$ cat config.mk
export PLATFORM = sky130hd
export DESIGN_NAME = avg4_shared_ctrl
export DESIGN_NICKNAME = d
export VERILOG_FILES = /design/src/rtl/avg4_shared_ctrl.sv
export SDC_FILE = /design/constraint.sdc
export NUM_CORES = 1
export LEC_CHECK = 0
export ABC_AREA = 1
export CORE_MARGIN = 2
export CORE_UTILIZATION = 40
export DETAILED_ROUTE_END_ITERATION = 6
export PLACE_DENSITY_LB_ADDON = 0.15
export SYNTH_ARGS = -nofsm -noshare
export SYNTH_HDL_FRONTEND = slang
export SYNTH_SLANG_ARGS = --single-unit
$ cat constraint.sdc
create_clock -name clock -period 3.4 [get_ports clock]
set_input_delay 0.34 -clock clock [delete_from_list [all_inputs] [get_ports clock]]
set_output_delay 0.34 -clock clock [all_outputs]
set_load 0.03 [all_outputs]
$ cat src/rtl/avg4_shared_ctrl.sv
// Four-channel acquisition sequencer. One halving adder is time-shared over three
// states to form the mean of four samples, which is then offered over dav_/rfd.
module avg4_shared_ctrl #(
   parameter int W       = 8,
   parameter int TIMEOUT = 255
) (
   input  logic         clock,
   input  logic         reset,
   output logic         soc,
   input  logic         eoc1,
   input  logic         eoc2,
   input  logic         eoc3,
   input  logic         eoc4,
   input  logic [W-1:0] x1,
   input  logic [W-1:0] x2,
   input  logic [W-1:0] x3,
   input  logic [W-1:0] x4,
   output logic         dav_,
   input  logic         rfd,
   output logic [W-1:0] avg,
   output logic         err
);

   localparam int CNT_W = $clog2(TIMEOUT);
   localparam logic [CNT_W-1:0] CNT_LAST = CNT_W'(TIMEOUT - 1);

   typedef enum logic [2:0] {
      START, CONV, SAMPLE, AB, CD, FIN, OUT, REL
   } state_t;

   state_t           state;
   logic [CNT_W-1:0] cnt;
   logic [W-1:0]     r1, r2, r3, r4;
   logic [W-1:0]     p1, p2;
   logic [W-1:0]     op_a, op_b;
   logic [W-1:0]     half;
   logic [3:0]       eoc_all;

   // Carry is kept as the result MSB, so the halved sum never overflows.
   function automatic logic [W-1:0] avg2(input logic [W-1:0] a, input logic [W-1:0] b);
      logic [W:0] s;
      s = {1'b0, a} + {1'b0, b};
      return W'(s >> 1);
   endfunction

   assign eoc_all = {eoc1, eoc2, eoc3, eoc4};

   always_comb begin
      op_a = '0;
      op_b = '0;
      case (state)
         AB:      begin op_a = r1; op_b = r2; end
         CD:      begin op_a = r3; op_b = r4; end
         FIN:     begin op_a = p1; op_b = p2; end
         default: begin op_a = '0; op_b = '0; end
      endcase
      half = avg2(op_a, op_b);
   end

   always_ff @(posedge clock) begin
      if (reset) begin
         state <= START;
         soc   <= 1'b0;
         dav_  <= 1'b1;
         avg   <= '0;
         err   <= 1'b0;
         cnt   <= '0;
         r1    <= '0;
         r2    <= '0;
         r3    <= '0;
         r4    <= '0;
         p1    <= '0;
         p2    <= '0;
      end else begin
         case (state)
            // After reset soc is low, so it is raised for one cycle before leaving.
            START: begin
               cnt <= '0;
               if (!soc) begin
                  soc <= 1'b1;
               end else if (eoc_all == 4'b0000) begin
                  soc   <= 1'b0;
                  state <= CONV;
               end
            end
            CONV: begin
               if (eoc_all == 4'b1111) begin
                  state <= SAMPLE;
               end else if (cnt == CNT_LAST) begin
                  err   <= 1'b1;
                  soc   <= 1'b1;
                  state <= START;
               end else begin
                  cnt <= cnt + CNT_W'(1);
               end
            end
            SAMPLE: begin
               r1    <= x1;
               r2    <= x2;
               r3    <= x3;
               r4    <= x4;
               state <= AB;
            end
            AB: begin
               p1    <= half;
               state <= CD;
            end
            CD: begin
               p2    <= half;
               state <= FIN;
            end
            FIN: begin
               avg   <= half;
               dav_  <= 1'b0;
               state <= OUT;
            end
            OUT: begin
               if (!rfd) begin
                  dav_  <= 1'b1;
                  state <= REL;
               end
            end
            REL: begin
               if (rfd) begin
                  soc   <= 1'b1;
                  state <= START;
               end
            end
            default: state <= START;
         endcase
      end
   end

endmodule

* Word level (Yosys, flattened, before mapping)
Cells that the tools add are included.
Widths: inputs -> output; s select.
** Word-level totals
- Input port bits :: 39
- Bits in read-only memories :: 0
- Word-level logic and storage cells :: 62
- Output and inout port bits :: 11
- Bits in writable memories :: 0
- Memories kept :: 0
- Flip-flop bits (word level) :: 70
- Latch bits :: 0
** Cells by class
- Muxes and demuxes :: 20
- Magnitude comparators :: 0
- Reduce and logical (&&, ||, !) cells :: 10
- Bitwise gates (word level) :: 1
- Shift-type cells :: 0
- Divide/modulo/power cells :: 0
- Add/sub/neg operators :: 2
- Eq/ne operators :: 17
- Multipliers :: 0
** Operator list (number)
- $pmux 8 s3 :: 2
- $pmux 3 s8 :: 1
- $mux 3 :: 6
- $mux 8 :: 2
- $pmux 8 s2 :: 1
- $ne 2x2->1 const B :: 7
- $eq 3x3->1 const B :: 4
- $add 8x8->9 :: 1
- $add 8x1->8 const B :: 1
- $eq 8x8->1 const B :: 1
- $eq 3x2->1 const B :: 2
- $mux 1 :: 6
- $reduce_and 3->1 :: 2
- $reduce_and 5->1 :: 1
- $eq 4x4->1 const B :: 1
- $logic_not 4->1 :: 1
- $reduce_and 4->1 :: 1
- $reduce_bool 2->1 :: 2
- $eq 3x1->1 const B :: 1
- $logic_not 3->1 :: 1
- $ne 3x3->1 const B :: 1
- $pmux 1 s3 :: 1
- $reduce_bool 3->1 :: 1
- $pmux 1 s2 :: 1
- other kinds (2) :: 2

* Logic depth before layout (Yosys ltp)
- Word-level depth :: 4
- Mapped depth :: 19

* Worst setup path before layout
Ideal clock, no wire load.
- Path kind :: register -> register
- Start point :: register state[2]
- End point :: register p1[6]
- Data arrival time :: 2418 ps
- Period minus slack after synthesis :: 2527 ps
- Path buffers :: 2
- Setup slack :: 873 ps
- Stages on the path, launching flop included :: 16
- Data required time :: 3291 ps
- Cell sequence :: dfxtp_1 -> buf_2 -> inv_2 -> nor2_2 -> inv_2 -> clkbuf_1 -> o221ai_1 -> ha_1 -> a21oi_1 -> o21ai_0 -> a21oi_1 -> nand2_2 -> nand2_2 -> nand3_1 -> nand2_1 -> inv_1
** Between the ends
- Cells in the longest elaborated chain, start to end :: 3
- Elaborated cells on any way between the ends :: 6
- Classes of those cells :: add/sub: 1; eq/ne: 3; mux: 2
** RTL lines
- from (decl) :: RTL line 31 : state_t state;
- from (signal assigned) :: RTL line 62 : state <= START;
- from (signal assigned) :: RTL line 83 : state <= CONV;
- from (signal assigned) :: RTL line 88 : state <= SAMPLE;
- $eq 3x3->1 or $eq 3x2->1 (tied branches) :: RTL line 51, 75
- $pmux 8 s3 :: RTL line 51 : case (state)
- $add 8x8->9 :: RTL line 42 : s = {1'b0, a} + {1'b0, b};
- to (signal assigned) :: RTL line 105 : p1 <= half;
- to (decl) :: RTL line 34 : logic [W-1:0] p1, p2;
Parallel ways exist; a longest one is shown, timed or not.
A chain may end at the register's enable or synchronous reset.

* Worst setup path after layout
Same ends and word-level chain as after synthesis.

==> impl_metrics.env <==
export IMPL_fmax_mhz=353
export IMPL_irDropWorstVdd_mv=0.255
export IMPL_fin_crit_ns=2.83
export IMPL_worst_path_max_fanout=15
export IMPL_place_hpwl_um=6050
export IMPL_clk_pin_slew_ns=0.07
export IMPL_firstDrtPassIters=4
export IMPL_cts_tree="done"
export IMPL_dp_cells=600
export IMPL_dieArea_mm2=0.00930
export IMPL_synth_cell_types=34
export IMPL_route_detailed_drc=0
export IMPL_tightest_slew_ns=0.900
export IMPL_place_congestion=0.941
export IMPL_grt_antenna_before_repair=0
export IMPL_gr_total_overflow=0
export IMPL_p_leak_nw=1.71
export IMPL_synth_largest_area_cell="dfxtp_1"
export IMPL_via_per_inst=5.04
export IMPL_holdWs_ns=0.454
export IMPL_layout_drive_gt1_share_pct=10.8
export IMPL_crit_required_ns=3.64
export IMPL_grt_pass1_vias=3047
export IMPL_wl_per_cell_um=12.9
export IMPL_synth_net_count=509
export IMPL_die_w_um=96.5
export IMPL_finalClockSkew_ns=0.0134
export IMPL_relSlewSlack_pct=39.9
export IMPL_worst_ep_arrival_time_ns=3.07
export IMPL_postRouteWirelength_um=7960
export IMPL_io_pins=50
export IMPL_yosysWarningCount=0
export IMPL_stdcell_count=616
export IMPL_cts_sinks=70
export IMPL_synth_most_common_cell="inv_1"
export IMPL_syn_instance_count=460
export IMPL_start_util_pct=41.4
export IMPL_syn_area_per_cell_um2=7.43
export IMPL_die_height_um=96.5
export IMPL_fin_nets=555
export IMPL_drt_initial_drc_count=79
export IMPL_diodes=0
export IMPL_area_growth_pct=23.2
export IMPL_critPathLaunchType="flop"
export IMPL_synth_edf_count=0
export IMPL_maxCapViolCount=0
export IMPL_worst_slack_ns=0.569
export IMPL_powerDensity_mw_per_mm2=581
export IMPL_insertion_delay_ns=0.34
export IMPL_preCtsSetupSlack_ns=0.572
export IMPL_rows=33
export IMPL_async_flop_share_pct=0
export IMPL_min_period_over_period_pct=83.3
export IMPL_cts_resized=0
export IMPL_ys_seq_area_share_pct=41.0
export IMPL_core_area_mm2=0.00826
export IMPL_synth_area_leaders="dfxtp_1 41%, inv_1 8.0%, a21oi_1 7.8%, o21ai_0 6.9%, nand2_1 6.0%"
export IMPL_critical_path_class="flop to flop"
export IMPL_holdBufCountCts=0
export IMPL_synth_main_ff_cell="dfxtp_1"
export IMPL_ant_nets=0
export IMPL_cts_buffers=9
export IMPL_synthesis_area_mm2=0.00342
export IMPL_grt_pass1_wl_um=13400
export IMPL_synth_top_area_share_pct=41.0
export IMPL_root_buffer="clkbuf_8"
export IMPL_hold_class="flop to flop"
export IMPL_clk_path_buf_depth=2
export IMPL_track_usage_pct=18.7
export IMPL_grt_max_degree=58
export IMPL_vias=3102
export IMPL_finalSetupViolations=0
export IMPL_rsz0062_at_grt="no"
export IMPL_postCtsSetupRepairBufs=0
export IMPL_yosys_register_bits=70
export IMPL_cts_htree_levels=3
export IMPL_hold_viol=0
export IMPL_fin_setup_tns_ns=0
export IMPL_synth_common_cells="73 x inv_1, 70 x dfxtp_1, 55 x nand2_1"
export IMPL_final_max_slew_violation_count=0
export IMPL_status="finished clean"
export IMPL_end_kind="flop"
export IMPL_port_buffer_count=49
worst paths after layout:
path                         startpoint            endpoint  slack [ns]  cells past startpoint
setup / recovery  state[2]$_SDFFE_PP0P_  p1[6]$_SDFFE_PP0N_        0.57                     13
hold reg to reg      r4[2]$_SDFFE_PP0P_  r4[2]$_SDFFE_PP0P_        0.45                      2
setup reg to reg  state[2]$_SDFFE_PP0P_  p1[6]$_SDFFE_PP0N_        0.57                     13
hold / removal       r4[2]$_SDFFE_PP0P_  r4[2]$_SDFFE_PP0P_        0.45                      2
layout by cell type (no fill, tap or decap), drive strengths merged:
| master | count |
|---|---|
| buf | 7 |
| o21bai | 3 |
| o211ai | 6 |
| clkinv | 2 |
| clkdlybuf4s50 | 49 |
| nor4 | 1 |
| nor3 | 7 |
| dfxtp | 70 |
| or2 | 1 |
| o21a | 2 |
| nand2 | 66 |
| ha | 9 |
| nor2 | 37 |
| bufinv | 1 |
| nand3 | 25 |
| a21oi | 53 |
| clkbuf | 13 |
| o221ai | 12 |
| o2111ai | 2 |
| clkinvlp | 1 |
| o21ai | 51 |
| xor2 | 4 |
| fa | 1 |
| nand4 | 5 |
| a221oi | 1 |
| inv | 80 |
| xnor2 | 1 |
| a211oi | 1 |
layout make-up:
class,instances,area [µm²]
tap,105,131
timing repair buffer,56,543
multi-input combinational,288,1630
fill,851,4040
clock buffer,13,159
clock inverter,3,42.5
sequential,70,1400
inverter,81,305
cells by family after synthesis:
logic type / count (synthesis) / synth area share (%)
AND/OR/NAND/NOR: 142 / 20.5
AO/OA/AOI/OAI: 131 / 21.7
buffers and inverters: 102 / 11.5
flip-flops: 70 / 41.0
adder cells (fa/ha/maj): 10 / 3.88
XOR/XNOR: 5 / 1.50
per-stage QoR:
step                cell area, µm²  total power, mW  util [%]
finish                        4210             2.45      51.0
global route                  4210             2.61      51.0
CTS                           4210             2.47      51.0
detailed placement            4010             1.79      48.6
global placement              4010             1.77      48.6
floorplan                     3420             1.58         -
registers in the layout, indices dropped and copies added (netlist names):
name / flops
avg: 8
cnt: 8
dav_: 1
err: 1
p1: 8
p2: 8
r1: 8
r2: 8
r3: 8
r4: 8
soc: 1
state: 3
worst max-delay path, stage by stage (launching register included):
cell	delay (ns)
dfxtp_1	0.54
inv_2	0.16
nor2_2	0.28
inv_2	0.19
o221ai_1	0.19
ha_1	0.32
a21oi_1	0.34
o21ai_0	0.13
a21oi_1	0.25
nand2_2	0.08
nand2_2	0.07
nand3_1	0.06
nand2_1	0.06
inv_1	0.03
metal layers:
metal / global-route usage [%] / share of wire, %
met1: 20.7 / 43
met2: 33.9 / 51
met3: 5.28 / 3.7
met4: 7.04 / 1.8
met5: 0 / 0
power by group:
part / switching, mW / internal [mW] / total [mW]
clock network: 0.302 / 0.379 / 0.681
logic: 0.460 / 0.244 / 0.705
registers: 0.0788 / 0.982 / 1.06
total: 0.842 / 1.61 / 2.45
No activity file was read; power rests on OpenSTA's default activity.
